$ cat config.mk
export PLATFORM = sky130hd
export DESIGN_NAME = dist_gather9_flat
export DESIGN_NICKNAME = d
export VERILOG_FILES = /design/src/rtl/dist_gather9_if.sv /design/src/rtl/dist_gather9.sv /design/src/flat_wrapper.sv
export SDC_FILE = /design/constraint.sdc
export NUM_CORES = 1
export LEC_CHECK = 0
export CAP_MARGIN = 20
export CORE_ASPECT_RATIO = 1.75
export CORE_MARGIN = 5
export CORE_UTILIZATION = 47
export DETAILED_ROUTE_END_ITERATION = 8
export GPL_ROUTABILITY_DRIVEN = 1
export GPL_TIMING_DRIVEN = 0
export PLACE_DENSITY = 0.8
export SLEW_MARGIN = 40
export SYNTH_ARGS = -nofsm -noshare
export SYNTH_HDL_FRONTEND = slang
export SYNTH_SLANG_ARGS = --single-unit
$ cat constraint.sdc
create_clock -name Clk -period 3.8 [get_ports Clk]
set_input_delay 0.76 -clock Clk [delete_from_list [all_inputs] [get_ports Clk]]
set_output_delay 0.76 -clock Clk [all_outputs]
set_load 0.02 [all_outputs]
$ cat src/rtl/dist_gather9_if.sv
// Bus bundle for dist_gather9. It carries the serial word input, the nine
// parallel gathered values, both valid/ready handshakes and the sticky
// framing-error flag.
// master: the side that streams words in and consumes frames (source/sink).
// slave:  the gather block itself.
interface dist_gather9_if #(
  parameter int DATA_WIDTH = 32
);
  logic [DATA_WIDTH-1:0] in_data;
  logic                  in_valid;
  logic                  in_last;
  logic                  in_ready;
  logic [DATA_WIDTH-1:0] Dout0;
  logic [DATA_WIDTH-1:0] Dout1;
  logic [DATA_WIDTH-1:0] Dout2;
  logic [DATA_WIDTH-1:0] Dout3;
  logic [DATA_WIDTH-1:0] Dout4;
  logic [DATA_WIDTH-1:0] Dout5;
  logic [DATA_WIDTH-1:0] Dout6;
  logic [DATA_WIDTH-1:0] Dout7;
  logic [DATA_WIDTH-1:0] Dout8;
  logic                  out_valid;
  logic                  out_ready;
  logic                  frame_err;

  modport master (
    output in_data, in_valid, in_last, out_ready,
    input  in_ready, out_valid, frame_err,
    input  Dout0, Dout1, Dout2, Dout3, Dout4, Dout5, Dout6, Dout7, Dout8
  );

  modport slave (
    input  in_data, in_valid, in_last, out_ready,
    output in_ready, out_valid, frame_err,
    output Dout0, Dout1, Dout2, Dout3, Dout4, Dout5, Dout6, Dout7, Dout8
  );
endinterface

$ cat src/rtl/dist_gather9.sv
// dist_gather9: gathers the nine distribution values of one D2Q9 lattice node,
// arriving one word per handshake, and presents them in parallel to the
// density summer. Values are stored bit-exact. Short frames (in_last before
// the ninth word) are dropped; a ninth word without in_last is still delivered.
// Either case sets the sticky frame_err flag, which only Reset clears.
// Build option: define DIST_GATHER_DBUF_EN for the ping-pong two-bank variant
// (accept and release in the same cycle, one frame per 9 cycles). Without it
// the block is a single bank with a FILL/HOLD state machine.
module dist_gather9 #(
  parameter int DATA_WIDTH = 32
) (
  input  logic          Clk,
  input  logic          Reset,
  dist_gather9_if.slave io
);

  localparam int NSLOT = 9;

  logic [3:0]            idx;
  logic                  inReadyQ;
  logic                  outValidQ;
  logic                  frameErrQ;
  logic                  inXfer;
  logic                  outXfer;
  logic                  lastSlot;
  logic [DATA_WIDTH-1:0] doutSel [NSLOT];

  assign inXfer   = io.in_valid && inReadyQ;
  assign outXfer  = outValidQ && io.out_ready;
  assign lastSlot = (idx == 4'd8);

  assign io.in_ready  = inReadyQ;
  assign io.out_valid = outValidQ;
  assign io.frame_err = frameErrQ;
  assign io.Dout0     = doutSel[0];
  assign io.Dout1     = doutSel[1];
  assign io.Dout2     = doutSel[2];
  assign io.Dout3     = doutSel[3];
  assign io.Dout4     = doutSel[4];
  assign io.Dout5     = doutSel[5];
  assign io.Dout6     = doutSel[6];
  assign io.Dout7     = doutSel[7];
  assign io.Dout8     = doutSel[8];

  // Word index and framing check: a ninth word always closes the frame (count
  // based), an early in_last throws the partial frame away; both faults stick.
  always_ff @(posedge Clk) begin
    if (Reset) begin
      idx       <= '0;
      frameErrQ <= 1'b0;
    end else if (inXfer) begin
      if (lastSlot) begin
        idx <= '0;
        if (!io.in_last) begin
          frameErrQ <= 1'b1;
        end
      end else if (io.in_last) begin
        idx       <= '0;
        frameErrQ <= 1'b1;
      end else begin
        idx <= idx + 4'd1;
      end
    end
  end

`ifdef DIST_GATHER_DBUF_EN

  typedef enum logic [1:0] {
    EMPTY,
    ONE_FULL,
    BOTH_FULL
  } state_t;

  state_t                state;
  state_t                stateNext;
  logic                  frameDone;
  logic                  wrBank;
  logic                  rdBank;
  logic [DATA_WIDTH-1:0] bank [2][NSLOT];

  assign frameDone = inXfer && lastSlot;

  // Number of full banks; handshake flags are registered from the next count
  // so neither in_ready nor out_valid sees in_valid/out_ready combinationally.
  always_ff @(posedge Clk) begin
    if (Reset) begin
      state     <= EMPTY;
      inReadyQ  <= 1'b0;
      outValidQ <= 1'b0;
    end else begin
      state     <= stateNext;
      inReadyQ  <= (stateNext != BOTH_FULL);
      outValidQ <= (stateNext != EMPTY);
    end
  end

  // Full-bank count moves up on a completed frame and down on a release;
  // both in one cycle leave it unchanged.
  always_comb begin
    stateNext = state;
    case (state)
      EMPTY: begin
        if (frameDone) begin
          stateNext = ONE_FULL;
        end
      end
      ONE_FULL: begin
        if (frameDone && !outXfer) begin
          stateNext = BOTH_FULL;
        end else if (!frameDone && outXfer) begin
          stateNext = EMPTY;
        end
      end
      BOTH_FULL: begin
        if (outXfer) begin
          stateNext = ONE_FULL;
        end
      end
      default: stateNext = EMPTY;
    endcase
  end

  // Ping-pong pointers: the write bank flips when a frame completes, the read
  // bank flips when downstream takes a frame, so frames leave in arrival order.
  always_ff @(posedge Clk) begin
    if (Reset) begin
      wrBank <= 1'b0;
      rdBank <= 1'b0;
    end else begin
      if (frameDone) begin
        wrBank <= ~wrBank;
      end
      if (outXfer) begin
        rdBank <= ~rdBank;
      end
    end
  end

  // Both banks are cleared on reset; a word lands in its slot of the fill bank.
  always_ff @(posedge Clk) begin
    if (Reset) begin
      for (int b = 0; b < 2; b++) begin
        for (int i = 0; i < NSLOT; i++) begin
          bank[b][i] <= '0;
        end
      end
    end else if (inXfer) begin
      bank[wrBank][idx] <= io.in_data;
    end
  end

  // Present the oldest full bank.
  always_comb begin
    for (int i = 0; i < NSLOT; i++) begin
      doutSel[i] = bank[rdBank][i];
    end
  end

`else

  typedef enum logic {
    FILL,
    HOLD
  } state_t;

  state_t                state;
  state_t                stateNext;
  logic [DATA_WIDTH-1:0] slot [NSLOT];

  // State register; the handshake flags are registered from the next state
  // and forced low while Reset is held.
  always_ff @(posedge Clk) begin
    if (Reset) begin
      state     <= FILL;
      inReadyQ  <= 1'b0;
      outValidQ <= 1'b0;
    end else begin
      state     <= stateNext;
      inReadyQ  <= (stateNext == FILL);
      outValidQ <= (stateNext == HOLD);
    end
  end

  // FILL until the ninth word is taken, then HOLD until downstream takes it.
  always_comb begin
    stateNext = state;
    case (state)
      FILL: begin
        if (inXfer && lastSlot) begin
          stateNext = HOLD;
        end
      end
      HOLD: begin
        if (outXfer) begin
          stateNext = FILL;
        end
      end
      default: stateNext = FILL;
    endcase
  end

  // Slot bank: cleared on reset, otherwise each word lands in slot[idx].
  always_ff @(posedge Clk) begin
    if (Reset) begin
      for (int i = 0; i < NSLOT; i++) begin
        slot[i] <= '0;
      end
    end else if (inXfer) begin
      slot[idx] <= io.in_data;
    end
  end

  // The slot registers drive the outputs directly.
  always_comb begin
    for (int i = 0; i < NSLOT; i++) begin
      doutSel[i] = slot[i];
    end
  end

`endif

endmodule

$ cat src/flat_wrapper.sv
// flat-port wrapper written by rule: the top's interface ports become plain ports
module dist_gather9_flat 
#(
  parameter int DATA_WIDTH = 32
)
  (Clk, Reset, io_in_data, io_in_valid, io_in_last, io_out_ready, io_in_ready, io_out_valid, io_frame_err, io_Dout0, io_Dout1, io_Dout2, io_Dout3, io_Dout4, io_Dout5, io_Dout6, io_Dout7, io_Dout8);
  dist_gather9_if #(.DATA_WIDTH(DATA_WIDTH)) io_i ();
  input  logic Clk;
  input  logic Reset;
  input wire logic [$bits(io_i.in_data)-1:0] io_in_data;
  input wire logic [$bits(io_i.in_valid)-1:0] io_in_valid;
  input wire logic [$bits(io_i.in_last)-1:0] io_in_last;
  input wire logic [$bits(io_i.out_ready)-1:0] io_out_ready;
  output wire logic [$bits(io_i.in_ready)-1:0] io_in_ready;
  output wire logic [$bits(io_i.out_valid)-1:0] io_out_valid;
  output wire logic [$bits(io_i.frame_err)-1:0] io_frame_err;
  output wire logic [$bits(io_i.Dout0)-1:0] io_Dout0;
  output wire logic [$bits(io_i.Dout1)-1:0] io_Dout1;
  output wire logic [$bits(io_i.Dout2)-1:0] io_Dout2;
  output wire logic [$bits(io_i.Dout3)-1:0] io_Dout3;
  output wire logic [$bits(io_i.Dout4)-1:0] io_Dout4;
  output wire logic [$bits(io_i.Dout5)-1:0] io_Dout5;
  output wire logic [$bits(io_i.Dout6)-1:0] io_Dout6;
  output wire logic [$bits(io_i.Dout7)-1:0] io_Dout7;
  output wire logic [$bits(io_i.Dout8)-1:0] io_Dout8;
  assign io_i.in_data = io_in_data;
  assign io_i.in_valid = io_in_valid;
  assign io_i.in_last = io_in_last;
  assign io_i.out_ready = io_out_ready;
  assign io_in_ready = io_i.in_ready;
  assign io_out_valid = io_i.out_valid;
  assign io_frame_err = io_i.frame_err;
  assign io_Dout0 = io_i.Dout0;
  assign io_Dout1 = io_i.Dout1;
  assign io_Dout2 = io_i.Dout2;
  assign io_Dout3 = io_i.Dout3;
  assign io_Dout4 = io_i.Dout4;
  assign io_Dout5 = io_i.Dout5;
  assign io_Dout6 = io_i.Dout6;
  assign io_Dout7 = io_i.Dout7;
  assign io_Dout8 = io_i.Dout8;
  dist_gather9 #(.DATA_WIDTH(DATA_WIDTH)) u_core (.Clk(Clk), .Reset(Reset), .io(io_i));
endmodule
==> results of run 1 <==
[layer usage]
metal  up-vias  share of wire  global-route usage
met1      3264           0.33              0.2339
li1       3056              -                   -
met2       258           0.56              0.4261
met5         -              0                   0
met4         0          0.040             0.09515
met3        60          0.066             0.04586
[state kept, by name (all words and copies together) (netlist names)]
name	cells
u_core.slot	288
u_core.idx	4
u_core.io.frame_err	1
u_core.io.out_valid	1
u_core.io.in_ready	1
[critical path, stage by stage]
cell             delay (ps)
clkdlybuf4s50_1         570
nand4b_1                210
nor2_1                  680
or2_4                   610
[synthesized netlist by cell type, drive strengths merged (2+ instances only)]
library cell,instances,area share
and2,288,0.16
nand4b,5,0.0039
nor2,5,0.0021
ha,4,0.0045
dfxtp,7,0.013
or4b,2,0.0018
nand2b,4,0.0029
or2,8,0.0045
edfxtp,288,0.77
clkbuf,28,0.011
buf,4,0.0031
inv,2,0.00067
a21oi,4,0.0018
nand2,4,0.0016
nor3,4,0.0036
[power breakdown]
| group | leakage, nW | total [W] | internal (W) | switching (W) |
|---|---|---|---|---|
| logic | 2.38 | 0.000611 | 0.000250 | 0.000361 |
| clock network | 0.368 | 0.00240 | 0.00128 | 0.00112 |
| registers | 3.03 | 0.00371 | 0.00368 | 0.0000360 |
[stage by stage]
stage / setup TNS (ps) / hold slack, ps / instances / power, W / setup slack, ps
final: 0 / 511.7 / 1346 / 0.006726 / 1099
after global routing: 0 / 539.5 / 1346 / 0.006938 / 1050
after CTS: 0 / 517.4 / 1346 / 0.006771 / 964.9
after detailed placement: 0 / 498.0 / 1302 / 0.004403 / 417.5
after global placement: -27640 / 450.1 / 1300 / 0.004385 / -869.7
after floorplan: 0 / 481.7 / 669 / 0.004016 / 884.1
[cells by family (layout without fill, tap and decap cells)]
logic type | after synthesis | after routing | share of synthesized area
buffers and inverters | 34 | 407 | 0.01524
DFF | 295 | 295 | 0.7872
xor gates and xnor gates | 1 | 1 | 0.0007846
adders and majority gates | 4 | 4 | 0.004483
and+or+nand+nor | 327 | 327 | 0.1882
AOI/OAI and AO/OA | 8 | 8 | 0.004147
[worst max-delay path by stage]
stage,slack (ps),endpoint,from
after CTS,960,u_core.slot[2][24]$_SDFFCE_PN0P_,Reset
after global routing,1050,u_core.slot[4][28]$_SDFFCE_PN0P_,io_in_valid
after floorplan,880,u_core.slot[8][0]$_SDFFCE_PN0P_,io_in_valid
after global placement,-870,u_core.slot[8][25]$_SDFFCE_PN0P_,io_in_valid
final,1100,u_core.slot[4][26]$_SDFFCE_PN0P_,io_in_valid
after detailed placement,420,u_core.slot[2][28]$_SDFFCE_PN0P_,Reset
[final cells by class]
| cell class | instances | area share |
|---|---|---|
| sequential | 295 | 0.5619 |
| timing repair buffer | 329 | 0.2120 |
| multi-input combinational | 340 | 0.1430 |
| clock buffer | 29 | 0.04096 |
| tap | 304 | 0.02432 |
| buffer | 32 | 0.01040 |
| clock inverter | 15 | 0.006959 |
| inverter | 2 | 0.0004800 |
==> results.py, run 1 <==
metrics = {
    "status": {
        "outcome": "finished clean",
    },
    "critical_path": {
        "crit_path_end_kind": "register",
        "critPathMaxFanout": 32,
        "worstSetupPathType": "input pin to register",
        "r2r-start": "u_core.idx[0]$_SDFFE_PP0P_",
        "critPathLaunchType": "input pin",
        "required_ps": 3960,
        "r2r_cells": 5,
        "r2r_end": "u_core.slot[4][26]$_SDFFCE_PN0P_",
        "arrival_ps": 2860,
        "rrSetupSlack_ps": 1220,
    },
    "detailed_routing": {
        "routed_wl_mm": 30.80,
        "firstDrtPassIters": 4,
        "ant_nets": 0,
        "num_vias": 6638,
        "drcViolationCount": 0,
        "drt_iter0_drc": 445,
        "via_per_inst": 4.932,
        "wl_per_cell_um": 22.88,
    },
    "die": {
        "coreArea_sq_um": 23430,
        "die-area_sq_um": 27060,
        "pin_count": 328,
        "die_y_um": 213.9,
        "start_util": 0.4766,
        "die_w_um": 126.5,
        "rows": 74,
    },
    "clock_network": {
        "cts_hold_buffers": 0,
        "tritoncts": "built",
        "htreeDepth": 1,
        "clockRootBuffer": "clkbuf_16",
        "clock_path_buffers": 3,
        "clkTransAtPathRegs_ps": 70,
        "cts_inserted_buffers": 25,
        "cts_setup_buffers": 0,
        "cts_resized": 0,
        "clkSinkCount": 295,
        "clock_latency_ps": 520,
    },
    "sta": {
        "drv_slew": 0,
        "finalClockSkew_ps": 6.927,
        "period_share": 0.7107,
        "worst_slew_pin_slew_ps": 807.1,
        "min_period_ps": 2701,
        "timing.fmax_ghz": 0.3703,
        "slew_headroom": 0.4600,
        "hold_violations": 0,
        "grt_setup_unrepaired": "no",
        "setup_violations": 0,
    },
    "logic_synthesis": {
        "synth_flop_cell": "edfxtp_1",
        "async_flop_share": 0,
        "synth-seq-cells": 295,
        "syn_area_per_cell_sq_um": 16.69,
        "synthCells": 669,
        "yosysSeqAreaShare": 0.7872,
        "synth_edf_count": 288,
        "synth.cell_area_sq_um": 11160,
        "yosys_warnings": 0,
        "synth.distinct_cells": 33,
        "syn_nets": 710,
    },
    "worst_hold_path": {
        "worstHoldStart": "u_core.io.frame_err$_SDFFE_PP0P_",
        "worstHoldEndpoint": "u_core.io.frame_err$_SDFFE_PP0P_",
        "holdCritPathClass": "register to register",
        "whs_path_depth": 2,
    },
    "global_route": {
        "antenna_found_initial": 0,
        "grt_pass1_vias": 6896,
        "grt_pass1_wl_mm": 44.27,
        "grt_start_max_net_pins": 33,
        "grt.total_usage": 0.2227,
        "globalRoute.totalOverflow": 0,
    },
    "layout": {
        "final_cell_mix": "clkdlybuf4s50_1, and2_1, edfxtp_1, clkbuf_16, clkbuf_2",
        "final-seq-area_sq_um": 8788,
        "layout-drive-gt1-share": 0.07678,
        "nFillCells": 1624,
        "final_area_sq_um": 15640,
        "num_antenna_cells": 0,
        "areaGrowthSynthToFinish_pct": 40.10,
        "multiInputGateArea_sq_um": 2237,
        "utilization": 0.6677,
        "layout_commonest_cell": "clkdlybuf4s50_1",
        "num-nets-final": 1066,
    },
    "power": {
        "cellPowerDensity_nw_per_um2": 430.0,
        "leakagePower_nw": 5.781,
        "peakVddDrop_v": 0.0003911,
    },
    "run": {
        "cap_violations": 0,
    },
    "placed_design": {
        "dpl_cell_area_sq_um": 14890,
        "place.port_buffers": 327,
        "gp_congestion": 0.8070,
        "dp_hpwl_mm": 21.95,
    },
}
(Power assumes the default switching activity.)
==> inputs of run 2 (changes only) <==
==> constraint.sdc (replaced) <==
create_clock -name Clk -period 2.66 [get_ports Clk]
set_input_delay 0.532 -clock Clk [delete_from_list [all_inputs] [get_ports Clk]]
set_output_delay 0.532 -clock Clk [all_outputs]
set_load 0.02 [all_outputs]
==> run 2 against run 1 <==
Sequential power is 43% higher; global-route usage hardly changed; flip-flop and latch count unchanged; count of clock-buffer cells in the layout up 3; register-to-register slack worse by 1000 ps; final cell count is 0.22% higher; die area unchanged; critical path depth rose by 1; via count increased by 1.3%; setup slack lost 930 ps; largest cell class unchanged; highest routed layer unchanged.
==> results.py, run 2 (same netlist as run 1, synthesis figures left out) <==
metrics = {
    "clock_network": {
        "clkSinkCount": 295,
        "clock_latency_ps": 540,
        "cts_inserted_buffers": 26,
        "cts_resized": 1,
        "htreeDepth": 1,
        "clkTransAtPathRegs_ps": 60,
        "clock_path_buffers": 3,
        "clockRootBuffer": "clkbuf_16",
        "cts_hold_buffers": 0,
        "cts_setup_buffers": 0,
        "tritoncts": "built",
    },
    "worst_hold_path": {
        "whs_path_depth": 2,
        "holdCritPathClass": "register to register",
    },
    "detailed_routing": {
        "drt_iter0_drc": 413,
        "firstDrtPassIters": 4,
        "ant_nets": 0,
        "via_per_inst": 4.986,
        "routed_wl_mm": 31.25,
        "wl_per_cell_um": 23.17,
        "drcViolationCount": 0,
        "num_vias": 6726,
    },
    "critical_path": {
        "r2r_cells": 5,
        "rrSetupSlack_ps": 170,
        "crit_path_end_kind": "register",
        "slowest_delay_ps": 630,
        "path_cells": "inv_1, ha_1, nand4b_1, nor3_2, or2_4",
        "critPathLaunchType": "register",
        "required_ps": 2830,
        "slowest_stage": "or2_4",
        "worstSetupPathType": "register to register",
        "arrival_ps": 2660,
        "critPathMaxFanout": 32,
    },
    "power": {
        "peakVddDrop_v": 0.0005317,
        "leakagePower_nw": 5.814,
        "cellPowerDensity_nw_per_um2": 626.9,
        "p_total_w": 0.009841,
    },
    "sta": {
        "finalClockSkew_ps": 9.288,
        "drv_slew": 0,
        "worst_slack_ps": 173.1,
        "setup_violations": 0,
        "hold_slack_ps": 478.8,
        "min_period_ps": 2487,
        "slew_headroom": 0.5168,
        "period_share": 0.9349,
        "worst_slew_pin_slew_ps": 722.1,
        "hold_violations": 0,
        "timing.fmax_ghz": 0.4021,
        "grt_setup_unrepaired": "no",
    },
    "global_route": {
        "globalRoute.totalOverflow": 0,
        "grt_pass1_vias": 6937,
        "grt.total_usage": 0.2223,
        "antenna_found_initial": 0,
        "grt_pass1_wl_mm": 44.09,
        "grt_start_max_net_pins": 33,
    },
    "layout": {
        "fin_cells": 1349,
        "final_cell_mix": "clkdlybuf4s50_1, and2_1, edfxtp_1, clkbuf_16, clkbuf_2",
        "top_register": "u_core.slot",
        "largest_register_ff_count": 288,
        "num_antenna_cells": 0,
        "num-nets-final": 1067,
        "nFillCells": 1632,
        "layout_commonest_cell": "clkdlybuf4s50_1",
        "areaGrowthSynthToFinish_pct": 40.61,
        "utilization": 0.6702,
        "reg.largest.list": "u_core.slot x288, u_core.idx x4",
        "layout-drive-gt1-share": 0.07751,
    },
    "placed_design": {
        "gp_congestion": 0.8141,
        "dp_hpwl_mm": 22.19,
        "placed_cells": 1302,
        "dp_slack_ps": -513.7,
        "place.port_buffers": 327,
    },
    "die": {
        "die_w_um": 126.5,
        "die_y_um": 213.9,
        "coreArea_sq_um": 23430,
        "die-area_sq_um": 27060,
        "start_util": 0.4766,
        "pin_count": 328,
        "rows": 74,
    },
    "status": {
        "outcome": "finished clean",
    },
    "run": {
        "cap_violations": 0,
    },
}
## run 2: changes by cell type in the layout (fill, tap and decap cells not counted)
cell / change
clkinv_1: +1
clkinv_2: +1
buf_16: -1
bufinv_16: +1
clkbuf_1: +1
or2_2: +1
buf_12: +1
clkbuf_16: +2
clkinv_4: -2
clkinvlp_4: -1
or2_4: -1
## run 2: worst max-delay path, delay by kind of cell (launching register included)
family	cells	cell delay, ps
buffers and inverters	1	100
adder cells (fa/ha/maj)	1	220
flip-flops	1	360
AND/OR/NAND/NOR	3	1420
## run 2: routing by layer
| layer | track usage | up-vias | wire [um] |
|---|---|---|---|
| met2 | 0.4108 | 291 | 17000 |
| met5 | 0 | - | 0 |
| met4 | 0.1251 | 0 | 1731 |
| li1 | - | 3057 | - |
| met1 | 0.2253 | 3287 | 10050 |
| met3 | 0.05733 | 91 | 2459 |
## run 2: power breakdown
part | total [W] | internal, W | switching [W]
registers | 0.00531 | 0.00526 | 0.0000498
clock network | 0.00366 | 0.00205 | 0.00161
logic | 0.000879 | 0.000356 | 0.000523
## run 2: worst paths after layout
check                                                 startpoint                                to
worst max register to register        u_core.idx[0]$_SDFFE_PP0P_  u_core.slot[0][21]$_SDFFCE_PN0P_
worst min register to register  u_core.io.frame_err$_SDFFE_PP0P_  u_core.io.frame_err$_SDFFE_PP0P_
worst max-delay path                  u_core.idx[0]$_SDFFE_PP0P_  u_core.slot[0][21]$_SDFFCE_PN0P_
worst min-delay path            u_core.io.frame_err$_SDFFE_PP0P_  u_core.io.frame_err$_SDFFE_PP0P_
## run 2: layout make-up
class / instances / area (sq um) / area share
Sequential cell: 295 / 8788 / 0.5598
Inverter: 2 / 7.507 / 0.0004782
Clock inverter: 15 / 122.6 / 0.007811
Timing Repair Buffer: 329 / 3308 / 0.2107
Buffer: 32 / 162.7 / 0.01036
Multi-Input combinational cell: 340 / 2235 / 0.1423
Tap cell: 304 / 380.4 / 0.02423
Clock buffer: 32 / 694.4 / 0.04423
## run 2: per-stage QoR
stage                     instance area, sq um  setup TNS [ps]
after floorplan                          11170               0
after global placement                   14820         -120480
after detailed placement                 14870          -71880
after CTS                                15690               0
after global routing                     15700               0
final                                    15700               0
